`src/rtl/attn_seq_pkg.sv`:
```
`default_nettype none
// +----------------------------------------------------------------------------+
// | Module   : attn_seq_pkg                                                    |
// | Purpose  : Shared types and instruction-bus encoding for attn_core_seq.    |
// | Revision : 1.0  initial release                                            |
// +----------------------------------------------------------------------------+
package attn_seq_pkg;

  localparam int INST_W     = 17;
  localparam int ADD_W      = 4;

  localparam int OFIFO_RD   = 16;
  localparam int QK_ADD_LSB = 12;
  localparam int P_ADD_LSB  = 8;
  localparam int MAC_LSB    = 6;
  localparam int QRD        = 5;
  localparam int QWR        = 4;
  localparam int KRD        = 3;
  localparam int KWR        = 2;
  localparam int PRD        = 1;
  localparam int PWR        = 0;

  localparam logic [1:0] MAC_NOP   = 2'b00;
  localparam logic [1:0] MAC_KLOAD = 2'b01;
  localparam logic [1:0] MAC_EXEC  = 2'b10;

  typedef enum logic [3:0] {
    ST_IDLE      = 4'd0,
    ST_LOAD_Q    = 4'd1,
    ST_LOAD_K    = 4'd2,
    ST_KLOAD     = 4'd3,
    ST_GAP       = 4'd4,
    ST_EXEC      = 4'd5,
    ST_DRAIN     = 4'd6,
    ST_NORM_RD   = 4'd7,
    ST_NORM_WAIT = 4'd8,
    ST_DONE      = 4'd9
  } state_t;

endpackage
`default_nettype wire

```
`src/rtl/attn_core_seq.sv`:
```
`default_nettype none
// +----------------------------------------------------------------------------+
// | Module   : attn_core_seq                                                   |
// | Purpose  : Instruction sequencer driving one attention pass per start.     |
// |            ATTN_SEQ_PERF_CNT_EN adds the perf_cycles busy-cycle counter.   |
// | Revision : 1.0  initial release                                            |
// +----------------------------------------------------------------------------+
module attn_core_seq
  import attn_seq_pkg::*;
#(
  parameter int NUM_Q   = 16,
  parameter int COL     = 8,
  parameter int ADDR_BW = 4
) (
  input  logic              clk,
  input  logic              reset,
  input  logic              start,
  input  logic              in_valid,
  output logic              in_ready,
  input  logic              ofifo_valid,
  input  logic              norm_done,
  output logic [INST_W-1:0] inst,
  output logic              busy,
  output logic              done
`ifdef ATTN_SEQ_PERF_CNT_EN
  ,
  output logic [31:0]       perf_cycles
`endif
);

  localparam int CW = ADDR_BW + 1;
  localparam logic [CW-1:0] c_one    = CW'(1);
  localparam logic [CW-1:0] c_col    = CW'(COL);
  localparam logic [CW-1:0] c_num_q  = CW'(NUM_Q);
  localparam logic [CW-1:0] c_last_q = CW'(NUM_Q - 1);
  localparam logic [CW-1:0] c_last_k = CW'(COL - 1);

  state_t              r_state;
  state_t              w_state_nxt;
  logic [CW-1:0]       r_cnt;
  logic [CW-1:0]       w_cnt_nxt;
  logic [1:0]          r_mac;
  logic [1:0]          w_mac_nxt;
  logic [ADD_W-1:0]    w_addr;
  logic [INST_W-1:0]   w_inst;
  logic                w_in_ready;
  logic                w_done;

  assign w_addr = ADD_W'(r_cnt);

  always_ff @(posedge clk or posedge reset) begin
    if (reset) begin
      r_state <= ST_IDLE;
      r_cnt   <= '0;
      r_mac   <= MAC_NOP;
    end else begin
      r_state <= w_state_nxt;
      r_cnt   <= w_cnt_nxt;
      r_mac   <= w_mac_nxt;
    end
  end

  // r_mac lags the SRAM read command by one cycle so the MAC op meets the read data.
  always_comb begin
    w_state_nxt                = r_state;
    w_cnt_nxt                  = r_cnt;
    w_mac_nxt                  = MAC_NOP;
    w_inst                     = '0;
    w_inst[MAC_LSB +: 2]       = r_mac;
    w_in_ready                 = 1'b0;
    w_done                     = 1'b0;
    unique case (r_state)
      ST_IDLE: begin
        if (start) begin
          w_state_nxt = ST_LOAD_Q;
          w_cnt_nxt   = '0;
        end
      end
      ST_LOAD_Q: begin
        w_in_ready = 1'b1;
        if (in_valid) begin
          w_inst[QWR]                  = 1'b1;
          w_inst[QK_ADD_LSB +: ADD_W]  = w_addr;
          if (r_cnt == c_last_q) begin
            w_state_nxt = ST_LOAD_K;
            w_cnt_nxt   = '0;
          end else begin
            w_cnt_nxt = r_cnt + c_one;
          end
        end
      end
      ST_LOAD_K: begin
        w_in_ready = 1'b1;
        if (in_valid) begin
          w_inst[KWR]                  = 1'b1;
          w_inst[QK_ADD_LSB +: ADD_W]  = w_addr;
          if (r_cnt == c_last_k) begin
            w_state_nxt = ST_KLOAD;
            w_cnt_nxt   = '0;
          end else begin
            w_cnt_nxt = r_cnt + c_one;
          end
        end
      end
      ST_KLOAD: begin
        if (r_cnt < c_col) begin
          w_inst[KRD]                  = 1'b1;
          w_inst[QK_ADD_LSB +: ADD_W]  = w_addr;
          w_mac_nxt                    = MAC_KLOAD;
          w_cnt_nxt                    = r_cnt + c_one;
        end else begin
          w_state_nxt = ST_GAP;
          w_cnt_nxt   = '0;
        end
      end
      ST_GAP: begin
        w_state_nxt = ST_EXEC;
      end
      ST_EXEC: begin
        if (r_cnt < c_num_q) begin
          w_inst[QRD]                  = 1'b1;
          w_inst[QK_ADD_LSB +: ADD_W]  = w_addr;
          w_mac_nxt                    = MAC_EXEC;
          w_cnt_nxt                    = r_cnt + c_one;
        end else begin
          w_state_nxt = ST_DRAIN;
          w_cnt_nxt   = '0;
        end
      end
      ST_DRAIN: begin
        if (ofifo_valid) begin
          w_inst[OFIFO_RD]             = 1'b1;
          w_inst[PWR]                  = 1'b1;
          w_inst[P_ADD_LSB +: ADD_W]   = w_addr;
          if (r_cnt == c_last_q) begin
            w_state_nxt = ST_NORM_RD;
            w_cnt_nxt   = '0;
          end else begin
            w_cnt_nxt = r_cnt + c_one;
          end
        end
      end
      ST_NORM_RD: begin
        w_inst[PRD]                    = 1'b1;
        w_inst[P_ADD_LSB +: ADD_W]     = w_addr;
        w_state_nxt                    = ST_NORM_WAIT;
      end
      ST_NORM_WAIT: begin
        if (norm_done) begin
          if (r_cnt == c_last_q) begin
            w_state_nxt = ST_DONE;
          end else begin
            w_cnt_nxt   = r_cnt + c_one;
            w_state_nxt = ST_NORM_RD;
          end
        end
      end
      ST_DONE: begin
        w_done      = 1'b1;
        w_state_nxt = ST_IDLE;
        w_cnt_nxt   = '0;
      end
      default: begin
        w_state_nxt = ST_IDLE;
        w_cnt_nxt   = '0;
      end
    endcase
  end

  assign inst     = w_inst;
  assign in_ready = w_in_ready;
  assign done     = w_done;
  assign busy     = (r_state != ST_IDLE);

`ifdef ATTN_SEQ_PERF_CNT_EN
  logic [31:0] r_perf;

  always_ff @(posedge clk or posedge reset) begin
    if (reset) begin
      r_perf <= '0;
    end else if (r_state == ST_IDLE && start) begin
      r_perf <= '0;
    end else if (r_state != ST_IDLE && r_perf != 32'hFFFF_FFFF) begin
      r_perf <= r_perf + 32'd1;
    end
  end

  assign perf_cycles = r_perf;
`endif

endmodule
`default_nettype wire
```
`config.mk`:
```
export PLATFORM = sky130hd
export DESIGN_NAME = attn_core_seq
export DESIGN_NICKNAME = d
export VERILOG_FILES = /design/src/rtl/attn_seq_pkg.sv /design/src/rtl/attn_core_seq.sv
export SDC_FILE = /design/constraint.sdc
export NUM_CORES = 1
export LEC_CHECK = 0
export ABC_CLOCK_PERIOD_IN_PS = 5400
export CORE_ASPECT_RATIO = 1.5
export CORE_MARGIN = 1
export CORE_UTILIZATION = 55
export CTS_BUF_LIST = sky130_fd_sc_hd__clkbuf_2 sky130_fd_sc_hd__clkbuf_4 sky130_fd_sc_hd__clkbuf_8
export CTS_CLUSTER_DIAMETER = 60
export DETAILED_ROUTE_END_ITERATION = 7
export GPL_ROUTABILITY_DRIVEN = 0
export HOLD_SLACK_MARGIN = 0.12
export PLACE_DENSITY = 0.86
export SLEW_MARGIN = 10
export SYNTH_ARGS = -nofsm -noshare
export SYNTH_HDL_FRONTEND = slang
export SYNTH_SLANG_ARGS = --single-unit
```
`constraint.sdc`:
```
create_clock -name clk -period 5.4 [get_ports clk]
set_input_delay 1.08 -clock clk [delete_from_list [all_inputs] [get_ports clk]]
set_output_delay 1.08 -clock clk [all_outputs]
set_load 0.01 [all_outputs]
```
; ---- Yosys cells after proc, flatten, opt, wreduce, memory -nomap -nowiden
; Cells that the tools add are included.
[classes]
add_sub_neg = 1
n_mul = 0
div = 0
magnitude_cmp = 2
eq_ne = 22
n_shift = 0
n_mux = 44
bitwise_logic = 1
n_reduce_logical = 6
[ops]
columns = cell, n
row1 = two-way mux 4 bit, 15
row2 = two-way mux 5 bit, 10
row3 = one-hot mux 5 bit (8 select lines), 1
row4 = one-hot mux 4 bit (9 select lines), 1
row5 = inequality test 2 bit (second input constant), 11
row6 = == test 4 x 3 -> 1 bit (second input constant), 4
row7 = two-way mux 1 bit, 13
row8 = one-hot mux 4 bit (3 select lines), 1
row9 = AND reduction 10 bit, 1
row10 = == test 4 x 2 -> 1 bit (second input constant), 2
row11 = == test 4 bit (second input constant), 2
row12 = one-hot mux 4 bit (2 select lines), 1
row13 = AND reduction 7 bit, 1
row14 = adder 5 x 1 -> 5 bit (second input constant), 1
row15 = == test 5 x 3 -> 1 bit (second input constant), 1
row16 = == test 5 x 4 -> 1 bit (second input constant), 1
row17 = less-than comparator 5 x 4 -> 1 bit (second input constant), 1
row18 = less-than comparator 5 bit (second input constant), 1
row19 = == test 4 x 1 -> 1 bit (second input constant), 1
row20 = logical NOT 4 bit, 1
row21 = one-hot mux 2 bit (2 select lines), 1
row22 = nonzero test 4 bit, 1
row23 = OR reduction 2 bit, 2
row24 = two-way mux 2 bit, 1
row25 = inverter 1 bit, 1
[word_totals]
ff_bits = 11
latch_bits = 0
ram_bits = 0
romBits = 0
in_bits = 6
out_inout_bits = 20
elab_cells = 79
mem_count = 0

; ---- Depth between registers and ports, before layout
; Gate-level depths: netlist of run 1.
[logic_depth]
word_depth = 4
mapped_depth = 9
depth_no_buf = 9

; ---- Worst setup path after synthesis of run 1
; Ideal clock, no wire load.
[synth_timing]
kind = input port to output port
from = input in_valid
to = output inst[15]
t_arrival_ns = 1.721
t_required_ns = 4.320
setup_slack_ns = 2.599
cell_stages = 3
n_path_buf = 0
cell_sequence = nor3b_1 > nor2_1 > nor4_1
[synth_via]
elab_chain_len = 2
[synth_lines]
columns = item, line
row1 = "start, declared", attn_core_seq.sv:18  ; input logic in_valid,
row2 = two-way mux 4 bit, "attn_core_seq.sv:81, attn_core_seq.sv:94"
row3 = one-hot mux 4 bit (3 select lines), attn_core_seq.sv:72  ; unique case (r_state)
row4 = "end, declared", attn_core_seq.sv:22  ; output logic [INST_W-1:0] inst,
; No other way between the ends.

; ---- Worst setup path after layout of run 1
; Same ends and word-level chain as after synthesis.

==> results of run 1 <==
==> power by group <==
group / switching (mW) / total, mW / internal (mW)
Combinational: 0.267 / 0.520 / 0.253
Clock: 0.0293 / 0.0568 / 0.0275
Sequential: 0.0977 / 0.210 / 0.112
==> metrics by stage <==
step / total power, mW / area (sq um)
after floorplan: 0.594 / 1110
after global placement: 0.705 / 1320
after detailed placement: 0.722 / 1320
after CTS: 0.780 / 1340
after global routing: 0.837 / 1340
final: 0.787 / 1340
==> worst register-to-register path, delay by kind of cell (launching register included) <==
| kind | cells | cell delay [ns] |
|---|---|---|
| compound gates | 3 | 0.90 |
| flops | 1 | 0.42 |
| simple gates | 3 | 0.42 |
| fa+ha+maj | 2 | 0.54 |
==> routing by layer <==
layer	track usage	part of all wire	vias to the layer above	wire, microns
met1	0.360	0.41	499	1150
li1	-	-	509	-
met5	0	0	-	0
met2	0.500	0.54	41	1510
met3	0.0661	0.049	2	138
met4	0.0739	0.0057	0	16
==> layout by cell type, fill, tap and decap left out, types with 2 or more instances in the layout <==
cell             count
a2bb2oi_1            2
or3_1                2
or4_1                2
nor3b_1              3
dfrtp_1             11
nor3_1               6
nand3_1              3
clkbuf_4             3
nor4bb_1             2
and2_1               7
nor2b_1              4
a22o_1               2
o31ai_1              3
o21ai_0              3
ha_1                 4
clkdlybuf4s50_1     25
nor2_1               7
o21bai_1             2
and3_1               3
nand2_1              9
inv_1                8
a21oi_1              6
==> state kept, by name (all words and copies together), names as in the netlist <==
| name | count |
|---|---|
| r_state | 4 |
| r_mac | 2 |
| r_cnt | 5 |
==> worst max-delay path by stage <==
stage | start | end | slack (ns)
2_1_floorplan | in_valid | inst[15] | 2.60
3_3_place_gp | in_valid | inst[12] | 1.59
3_5_place_dp | in_valid | inst[15] | 1.52
4_1_cts | in_valid | inst[15] | 1.50
5_1_grt | in_valid | inst[15] | 1.37
6_report | in_valid | inst[15] | 1.50
==> layout make-up <==
cell class | count | area (sq um) | area share
tap | 21 | 26.3 | 0.0196
sequential | 11 | 275 | 0.205
clock buffer | 3 | 22.5 | 0.0168
clock inverter | 1 | 5.00 | 0.00372
timing repair buffer | 26 | 258 | 0.192
inverter | 8 | 30.0 | 0.0223
multi-input combinational | 98 | 727 | 0.541
==> logic make-up after synthesis <==
logic type	Yosys count	synth area share
AOI/OAI and AO/OA	32	0.231
xor gates and xnor gates	1	0.0249
adders and majority gates	4	0.0452
buffers and inverters	18	0.0949
DFF	11	0.249
and+or+nand+nor	61	0.356
==> impl_metrics.sql, run 1 <==
INSERT INTO impl_metrics (metric_group, metric, value, unit) VALUES
('yosys', 'synth.most_common_cell', 'dfrtp_1', ''),
('sta', 'max_fclk', '256', 'MHz'),
('yosys', 'synth_area_leader_cell', 'dfrtp_1', ''),
('critical_path', 'worstReg2RegEnd', 'r_cnt[0]', ''),
('yosys', 'ys_warn_count', '0', ''),
('sta', 'worstMarginPinSlew', '0.734', 'ns'),
('min_path', 'type_of_the_tightest_min_delay_check', 'flip-flop to flip-flop', ''),
('die', 'floorplan.core_area', '1850', 'sq um'),
('finish', 'nFillCells', '141', ''),
('critical_path', 'setup.worst_path.end_class', 'output pin', ''),
('routing', 'antenna_left', '0', ''),
('routing', 'drt_wl_total', '2820', 'microns'),
('power', 'total_power_density_per_cell_area', '585', 'nW/um^2'),
('clock_network', 'clock_root_cell', 'clkbuf_4', ''),
('place', 'dpl_worst_slack', '1.52', 'ns'),
('critical_path', 'timing_worst_setup_path_type', 'input pin to output pin', ''),
('yosys', 'synth_edf_count', '0', ''),
('yosys', 'post_synth_inst_count', '127', ''),
('power', 'irDropWorstVdd', '480', 'uV'),
('clock_network', 'cts_hold_repair.buffers', '0', ''),
('routing', 'post_drt_via_cell_ratio', '6.26', ''),
('critical_path', 'cpMostUsedCell', 'clkdlybuf4s50_1', ''),
('critical_path', 'crit_chain', 'clkdlybuf4s50_1, nor3b_1, nor2_1, nor4_1, clkdlybuf4s50_1', ''),
('die', 'die_width', '38.6', 'microns'),
('sta', 'accumulated_negative_setup_slack', '0', 'ns'),
('routing', 'drt_iter0_drc', '52', ''),
('sta', 'relSlewSlack', '0.511', ''),
('sta', 'holdWs', '0.584', 'ns'),
('yosys', 'mappedNetlistNets', '137', ''),
('status', 'status', 'finished clean', ''),
('min_path', 'worst_hold_path.num_cells', '1', ''),
('place', 'buffer_ports.inserted', '25', ''),
('clock_network', 'tritoncts_num_sinks', '11', ''),
('grt', 'grt_max_degree', '22', ''),
('critical_path', 'crit_path_start_kind', 'input pin', ''),
('yosys', 'synth_area_per_cell', '8.72', 'sq um'),
('yosys', 'ys_seq_elements', '11', ''),
('critical_path', 'rrSetupSlack', '3.00', 'ns'),
('grt', 'grt_antenna_before_repair', '0', ''),
('finish', 'final_core_utilization', '0.725', ''),
('min_path', 'min_to', 'r_cnt[0]', ''),
('yosys', 'synth-async-reset-ratio', '1.00', ''),
('yosys', 'ys_top_cells_by_area', 'dfrtp_1, ha_1, and2_1, buf_4, nand2_1', ''),
('yosys', 'synthesis.area', '1110', 'sq um'),
('grt', 'gr-usage-all-layers', '0.293', ''),
('die', 'die_height', '57.0', 'microns'),
('grt', 'overflow', '0', ''),
('sta', 'timing.final.ws_setup', '1.50', 'ns'),
('critical_path', 'crit_path_largest_cell_delay', '0.61', 'ns'),
('sta', 'worst_clock_skew', '0.00496', 'ns'),
('clock_network', 'tritoncts', 'built', ''),
('finish', 'num-nets-final', '158', ''),
('routing', 'routedWlPerCell', '16.8', 'microns'),
('critical_path', 'cp_data_arrival_time', '2.82', 'ns'),
('critical_path', 'critical_path.slowest_cell', 'clkdlybuf4s50_1', ''),
('clock_network', 'post_cts.repair.setup_buffers', '0', ''),
('run', 'cap_viol_max_count', '0', ''),
('yosys', 'netlist.area_leader.share', '0.249', ''),
('critical_path', 'critical_path_buf_inv_count', '2', ''),
('critical_path', 'origin_of_the_critical_flop_to_flop_path', 'r_cnt[0]', ''),
('critical_path', 'path_delay_family', 'buffers and inverters', ''),
('critical_path', 'critical_path_cell_count', '5', ''),
('die', 'full_die_area', '2200', 'sq um'),
('clock_network', 'cts.reportedPaths.clkPinSlew', '0.07', 'ns'),
('clock_network', 'cts.htree.levels', '1', ''),
('routing', 'firstDrtPassIters', '4', ''),
('place', 'numPlacedInstances', '164', ''),
('clock_network', 'clock_insertion_delay_worst_skew', '0.28', 'ns'),
('finish', 'final_layout_size_suffix_gt1_frac', '0.102', ''),
('critical_path', 'worst-path-max-fanout', '4', ''),
('die', 'placement_rows', '19', '');
No activity file was read; power rests on OpenSTA's default activity.
==> run 2: changes to the inputs <==
--- a/config.mk
+++ b/config.mk
@@ -5,16 +5,16 @@
 export SDC_FILE = /design/constraint.sdc
 export NUM_CORES = 1
 export LEC_CHECK = 0
-export ABC_CLOCK_PERIOD_IN_PS = 5400
+export ABC_CLOCK_PERIOD_IN_PS = 3500
 export CORE_ASPECT_RATIO = 1.5
 export CORE_MARGIN = 1
-export CORE_UTILIZATION = 55
+export CORE_UTILIZATION = 46
 export CTS_BUF_LIST = sky130_fd_sc_hd__clkbuf_2 sky130_fd_sc_hd__clkbuf_4 sky130_fd_sc_hd__clkbuf_8
 export CTS_CLUSTER_DIAMETER = 60
 export DETAILED_ROUTE_END_ITERATION = 7
 export GPL_ROUTABILITY_DRIVEN = 0
 export HOLD_SLACK_MARGIN = 0.12
-export PLACE_DENSITY = 0.86
+export PLACE_DENSITY = 0.77
 export SLEW_MARGIN = 10
 export SYNTH_ARGS = -nofsm -noshare
 export SYNTH_HDL_FRONTEND = slang
==> constraint.sdc (replaced) <==
create_clock -name clk -period 3.5 [get_ports clk]
set_input_delay 0.7 -clock clk [delete_from_list [all_inputs] [get_ports clk]]
set_output_delay 0.7 -clock clk [all_outputs]
set_load 0.01 [all_outputs]
==> impl_metrics.sql, run 2 (synthesized netlist as in run 1, its figures left out) <==
INSERT INTO impl_metrics (metric_group, metric, value, unit) VALUES
('status', 'status', 'finished clean', ''),
('sta', 'relSlewSlack', '0.499', ''),
('clock_network', 'cts.htree.levels', '1', ''),
('clock_network', 'ctsLongestPathBuffers', '2', ''),
('critical_path', 'timing_worst_setup_path_type', 'flip-flop to output pin', ''),
('power', 'leakage', '0.560', 'nW'),
('clock_network', 'tritoncts', 'built', ''),
('critical_path', 'origin_of_the_critical_flop_to_flop_path', 'r_cnt[0]', ''),
('power', 'total_power', '1.22', 'mW'),
('finish', 'layout.area.seq', '275', 'sq um'),
('critical_path', 'timing.critical_path.to', 'inst[13]', ''),
('sta', 'hold_violations_final', '0', ''),
('finish', 'largest_register_ff_count', '5', ''),
('finish', 'num-nets-final', '160', ''),
('finish', 'final_layout_size_suffix_gt1_frac', '0.114', ''),
('clock_network', 'cts_hold_repair.buffers', '0', ''),
('clock_network', 'cts_made_buffers', '3', ''),
('place', 'dpl.hpwl', '2170', 'microns'),
('sta', 'worstMarginPinSlew', '0.751', 'ns'),
('critical_path', 'setup.worst_path.end_class', 'output pin', ''),
('grt', 'grt_first_pass_wirelength', '4510', 'microns'),
('clock_network', 'post_cts.repair.setup_buffers', '0', ''),
('finish', 'multi_input_combinational_cell_area', '727', 'sq um'),
('place', 'dpl_worst_slack', '0.388', 'ns'),
('critical_path', 'rrSetupSlack', '1.16', 'ns'),
('routing', 'drt_iter0_drc', '33', ''),
('clock_network', 'clock_root_cell', 'clkbuf_4', ''),
('critical_path', 'crit_path_start_kind', 'flip-flop', ''),
('grt', 'vias_in_the_first_global_route', '1016', ''),
('sta', 'worst_clock_skew', '0.00745', 'ns'),
('grt', 'gr-usage-all-layers', '0.228', ''),
('finish', 'fin_cells', '172', ''),
('routing', 'post_drt_via_cell_ratio', '6.42', ''),
('critical_path', 'cp_data_arrival_time', '2.53', 'ns'),
('power', 'total_power_density_per_cell_area', '897', 'nW/um^2'),
('critical_path', 'worstReg2RegEnd', 'r_cnt[3]', ''),
('routing', 'drt_wl_total', '2820', 'microns'),
('critical_path', 'timing.critical_path.required', '2.80', 'ns'),
('sta', 'final_min_period_over_clock_period', '0.924', ''),
('die', 'ioPinCount', '26', ''),
('grt', 'grt_max_degree', '22', ''),
('grt', 'grt_antenna_before_repair', '0', ''),
('sta', 'timing.final.ws_setup', '0.266', 'ns'),
('critical_path', 'worst-path-max-fanout', '21', ''),
('sta', 'timing.final.setup_violations', '0', ''),
('min_path', 'worst_hold_path.num_cells', '1', ''),
('critical_path', 'startpoint', 'r_state[1]', ''),
('run', 'cap_viol_max_count', '0', ''),
('finish', 'nFillCells', '203', ''),
('clock_network', 'post_cts_resized', '0', ''),
('finish', 'diodes', '0', ''),
('power', 'irDropWorstVdd', '442', 'uV'),
('die', 'placement_rows', '21', ''),
('finish', 'most-common-layout-cells', 'clkdlybuf4s50_1, dfrtp_1, nand2_1', ''),
('sta', 'grt_setup_unrepaired', 'false', ''),
('die', 'die_height', '62.1', 'microns'),
('die', 'die_width', '42.1', 'microns'),
('min_path', 'hold_path_startpoint', 'r_cnt[0]', ''),
('min_path', 'type_of_the_tightest_min_delay_check', 'flip-flop to flip-flop', ''),
('grt', 'overflow', '0', ''),
('clock_network', 'clock_insertion_delay_worst_skew', '0.27', 'ns'),
('clock_network', 'tritoncts_num_sinks', '11', ''),
('finish', 'final_core_utilization', '0.602', ''),
('routing', 'firstDrtPassIters', '4', ''),
('sta', 'slew_viol_final', '0', ''),
('routing', 'vias', '1104', ''),
('critical_path', 'depth_of_the_worst_register_to_register_path', '8', ''),
('routing', 'drc_errors', '0', ''),
('die', 'full_die_area', '2610', 'sq um'),
('finish', 'reg_top3', 'r_cnt x5, r_state x4, r_mac x2', ''),
('sta', 'max_fclk', '309', 'MHz'),
('clock_network', 'cts.reportedPaths.clkPinSlew', '0.08', 'ns'),
('place', 'numPlacedInstances', '168', ''),
('die', 'floorplan.initialDensity', '0.490', ''),
('finish', 'areaGrowthSynthToFinish', '22.9', '%'),
('routing', 'antenna_left', '0', ''),
('finish', 'mostFrequentLayoutCell', 'clkdlybuf4s50_1', ''),
('sta', 'accumulated_negative_setup_slack', '0', 'ns'),
('sta', 'period_needed', '3.23', 'ns'),
('routing', 'routedWlPerCell', '16.4', 'microns'),
('place', 'buffer_ports.inserted', '25', ''),
('die', 'floorplan.core_area', '2260', 'sq um'),
('finish', 'largest_register', 'r_cnt', '');
run 2: worst min-delay path by stage:
stage	endpoint	slack, ns
detailed placement	r_cnt[2]	0.56
global route	r_cnt[2]	0.64
finish	r_cnt[0]	0.59
CTS	r_cnt[0]	0.59
floorplan	r_cnt[1]	0.50
global placement	r_cnt[0]	0.58
run 2: cell type report:
class,count,area share
Multi-Input combinational cell,98,0.534
Sequential cell,11,0.202
Timing Repair Buffer,28,0.200
Inverter,8,0.0221
Tap cell,23,0.0211
Clock buffer,3,0.0165
Clock inverter,1,0.00368
run 2: stage by stage:
step                cell area, sq um  hold WS (ns)
floorplan                       1110         0.501
global route                    1360         0.636
CTS                             1360         0.592
global placement                1330         0.582
detailed placement              1330         0.564
finish                          1360         0.585
run 2: worst max-delay path: stages, from the launching register on:
cell and delay (ns):
dfrtp_1 0.83, nand2_1 0.28, nor4_2 0.27, o21bai_1 0.19
and2_1 0.16, clkdlybuf4s50_1 0.53
run 2: where the power goes:
part	leakage, nW	switching [mW]	internal (mW)
clock network	0.0177	0.0446	0.0423
registers	0.144	0.124	0.174
logic	0.399	0.433	0.403
run 2: metal layers:
layer,track usage,up-vias,part of all wire
met5,0,-,0
met1,0.237,529,0.37
met4,0.0714,0,0.0089
met3,0.0694,4,0.076
li1,-,514,-
met2,0.444,57,0.54
==> run 3: changes to the inputs <==
--- a/config.mk
+++ b/config.mk
@@ -5,6 +5,7 @@
 export SDC_FILE = /design/constraint.sdc
 export NUM_CORES = 1
 export LEC_CHECK = 0
+export ABC_AREA = 1
 export ABC_CLOCK_PERIOD_IN_PS = 3500
 export CORE_ASPECT_RATIO = 1.5
 export CORE_MARGIN = 1
==> impl_metrics.sql, run 3 <==
INSERT INTO impl_metrics (metric_group, metric, value, unit) VALUES
('status', 'status', 'finished clean', ''),
('die', 'floorplan.initialDensity', '0.492', ''),
('finish', 'num-nets-final', '230', ''),
('grt', 'overflow', '0', ''),
('routing', 'drc_errors', '0', ''),
('critical_path', 'timing_worst_setup_path_type', 'input pin to output pin', ''),
('yosys', 'synth_ff_type', 'dfrtp_1', ''),
('yosys', 'ys_warn_count', '0', ''),
('critical_path', 'startpoint', 'in_valid', ''),
('sta', 'worst_clock_skew', '0.00174', 'ns'),
('finish', 'nFillCells', '218', ''),
('grt', 'grt_first_pass_wirelength', '4800', 'microns'),
('sta', 'max_fclk', '325', 'MHz'),
('die', 'die_height', '61.9', 'microns'),
('place', 'dpl.hpwl', '2370', 'microns'),
('grt', 'grt_max_degree', '12', ''),
('yosys', 'synth_edf_count', '0', ''),
('die', 'die_width', '41.9', 'microns'),
('routing', 'drt_iter0_drc', '21', ''),
('clock_network', 'cts_hold_repair.buffers', '0', ''),
('yosys', 'ys_seq_elements', '11', ''),
('yosys', 'synth-async-reset-ratio', '1.00', ''),
('finish', 'most-common-layout-cells', 'nand2_1, nor2_1, inv_1', ''),
('critical_path', 'depth_of_the_worst_register_to_register_path', '11', ''),
('critical_path', 'crit_path_start_kind', 'input pin', ''),
('critical_path', 'origin_of_the_critical_flop_to_flop_path', 'r_cnt[0]', ''),
('yosys', 'mappedNetlistNets', '202', ''),
('finish', 'largest_register', 'r_cnt', ''),
('yosys', 'synth.yosys.seq_area_share', '0.250', ''),
('critical_path', 'rrSetupSlack', '1.40', 'ns'),
('routing', 'post_drt_via_cell_ratio', '5.27', ''),
('run', 'cap_viol_max_count', '0', ''),
('routing', 'drt_wl_total', '2910', 'microns'),
('die', 'ioPinCount', '26', ''),
('critical_path', 'critical_path_buf_inv_count', '3', ''),
('yosys', 'synthDistinctLibCells', '18', ''),
('min_path', 'worst_hold_path.num_cells', '2', ''),
('sta', 'period_needed', '3.07', 'ns'),
('critical_path', 'critical_path.slowest_cell', 'clkdlybuf4s50_1', ''),
('critical_path', 'timing.critical_path.required', '2.80', 'ns'),
('place', 'buffer_ports.inserted', '25', ''),
('routing', 'antenna_left', '0', ''),
('sta', 'timing.final.setup_violations', '0', ''),
('finish', 'mostFrequentLayoutCell', 'nand2_1', ''),
('sta', 'hold_violations_final', '0', ''),
('routing', 'firstDrtPassIters', '4', ''),
('clock_network', 'tritoncts', 'built', ''),
('finish', 'final_core_utilization', '0.624', ''),
('power', 'irDropWorstVdd', '349', 'uV'),
('grt', 'vias_in_the_first_global_route', '1147', ''),
('clock_network', 'cts_made_buffers', '3', ''),
('min_path', 'hold_path_startpoint', 'r_cnt[2]', ''),
('yosys', 'netlist.area_leader.share', '0.250', ''),
('power', 'leakage', '0.786', 'nW'),
('min_path', 'min_to', 'r_cnt[2]', ''),
('sta', 'worstMarginPinSlew', '0.518', 'ns'),
('routing', 'vias', '1276', ''),
('critical_path', 'cp_data_arrival_time', '2.37', 'ns'),
('power', 'total_power_density_per_cell_area', '716', 'nW/um^2'),
('sta', 'grt_setup_unrepaired', 'false', ''),
('yosys', 'ys_top_cells_by_area', 'dfrtp_1, nand2_1, nor2_1, inv_1, nand3_1', ''),
('die', 'full_die_area', '2590', 'sq um'),
('yosys', 'post_synth_inst_count', '192', ''),
('clock_network', 'cts.htree.levels', '1', ''),
('yosys', 'ys_top_cells_by_count', 'nand2_1, nor2_1, inv_1', ''),
('finish', 'fin_cells', '242', ''),
('place', 'numPlacedInstances', '238', ''),
('yosys', 'synthesis.area', '1100', 'sq um'),
('sta', 'slew_viol_final', '0', ''),
('finish', 'final_layout_size_suffix_gt1_frac', '0.0685', ''),
('die', 'placement_rows', '21', ''),
('yosys', 'synth.most_common_cell', 'nand2_1', ''),
('routing', 'routedWlPerCell', '12.0', 'microns'),
('yosys', 'synth_area_leader_cell', 'dfrtp_1', ''),
('finish', 'diodes', '0', ''),
('finish', 'reg_top3', 'r_cnt x5, r_state x4, r_mac x2', ''),
('finish', 'largest_register_ff_count', '5', ''),
('critical_path', 'cpMostUsedCell', 'clkdlybuf4s50_1', ''),
('grt', 'gr-usage-all-layers', '0.243', ''),
('clock_network', 'cts.reportedPaths.clkPinSlew', '0.07', 'ns'),
('min_path', 'type_of_the_tightest_min_delay_check', 'flip-flop to flip-flop', ''),
('clock_network', 'ctsLongestPathBuffers', '2', ''),
('finish', 'multi_input_combinational_cell_area', '693', 'sq um'),
('sta', 'accumulated_negative_setup_slack', '0', 'ns'),
('critical_path', 'path_delay_family', 'buffers and inverters', ''),
('sta', 'final_min_period_over_clock_period', '0.878', ''),
('clock_network', 'post_cts.repair.setup_buffers', '0', ''),
('critical_path', 'worstReg2RegEnd', 'r_state[2]', ''),
('critical_path', 'crit_chain', 'clkdlybuf4s50_1, inv_1, nor2_1, nor3_1, a21oi_1, clkdlybuf4s50_1', ''),
('sta', 'relSlewSlack', '0.652', ''),
('grt', 'grt_antenna_before_repair', '0', ''),
('clock_network', 'tritoncts_num_sinks', '11', ''),
('finish', 'areaGrowthSynthToFinish', '26.7', '%'),
('finish', 'layout.area.seq', '275', 'sq um'),
('clock_network', 'clock_insertion_delay_worst_skew', '0.27', 'ns'),
('clock_network', 'clock_root_cell', 'clkbuf_4', ''),
('critical_path', 'setup.worst_path.end_class', 'output pin', ''),
('die', 'floorplan.core_area', '2230', 'sq um'),
('yosys', 'synth_area_per_cell', '5.73', 'sq um'),
('clock_network', 'post_cts_resized', '0', ''),
('critical_path', 'worst-path-max-fanout', '4', ''),
('critical_path', 'crit_path_largest_cell_delay', '0.50', 'ns');
## run 3: cell types whose count changed in the layout (fill, tap and decap cells not counted), sizes merged, moves of 4 or more
cell | previous run | this run
and2 | 7 | 1
inv | 8 | 31
nand2 | 9 | 67
nand3 | 4 | 20
nand4 | 0 | 5
nor2 | 7 | 40
nor2b | 4 | 0
nor3 | 7 | 2
## run 3: cell families after synthesis
| kind of cell | synth area share |
|---|---|
| fa+ha+maj | 0.0455 |
| simple gates | 0.543 |
| compound gates | 0.0341 |
| xor+xnor | 0.00797 |
| flops | 0.250 |
| buf+inv | 0.119 |
## run 3: per-layer routing
layer | share of wire | vias to the layer above | track usage
met5 | 0 | - | 0
met4 | 0.017 | 0 | 0.0737
met3 | 0.059 | 8 | 0.0665
met2 | 0.54 | 39 | 0.473
met1 | 0.39 | 582 | 0.254
li1 | - | 647 | -
## run 3: through the flow
| step | instance area, sq um | total power [mW] | worst slack [ns] | hold WS, ns |
|---|---|---|---|---|
| after floorplan | 1100 | 0.681 | 1.45 | 0.491 |
| after global placement | 1360 | 0.884 | 0.509 | 0.527 |
| after detailed placement | 1360 | 0.898 | 0.433 | 0.543 |
| after CTS | 1390 | 0.996 | 0.418 | 0.562 |
| after global routing | 1390 | 1.10 | 0.308 | 0.576 |
| final | 1390 | 0.998 | 0.425 | 0.561 |
## run 3: cell type report
class / instances / share of cell area
repair buffers: 25 / 0.180
flip-flops and latches: 11 / 0.197
inverters: 31 / 0.0835
well taps: 23 / 0.0206
multi-input cells: 148 / 0.497
clock buffers: 4 / 0.0215
## run 3: worst register-to-register path, cell delays in order, from the launching register on
cell	delay, ns
dfrtp_1	0.44
ha_1	0.20
nand2_1	0.14
nor2_1	0.21
ha_1	0.28
inv_1	0.10
nand3_1	0.09
nand2_1	0.09
nor2_2	0.19
nand3_2	0.12
nand2_1	0.08
nand2_1	0.05
## run 3: worst max-delay path by stage
stage	endpoint	depth (start not counted)
after floorplan	inst[12]	4
after global placement	inst[13]	6
after detailed placement	inst[14]	6
after CTS	inst[13]	6
after global routing	inst[13]	6
final	inst[13]	6
## run 3: where the power goes
| part | internal [mW] | total (mW) | switching, mW | leakage, nW |
|---|---|---|---|---|
| Sequential | 0.164 | 0.215 | 0.0504 | 0.146 |
| Combinational | 0.258 | 0.687 | 0.430 | 0.621 |
| Clock | 0.0520 | 0.0959 | 0.0439 | 0.0184 |
| Total | 0.474 | 0.998 | 0.524 | 0.786 |
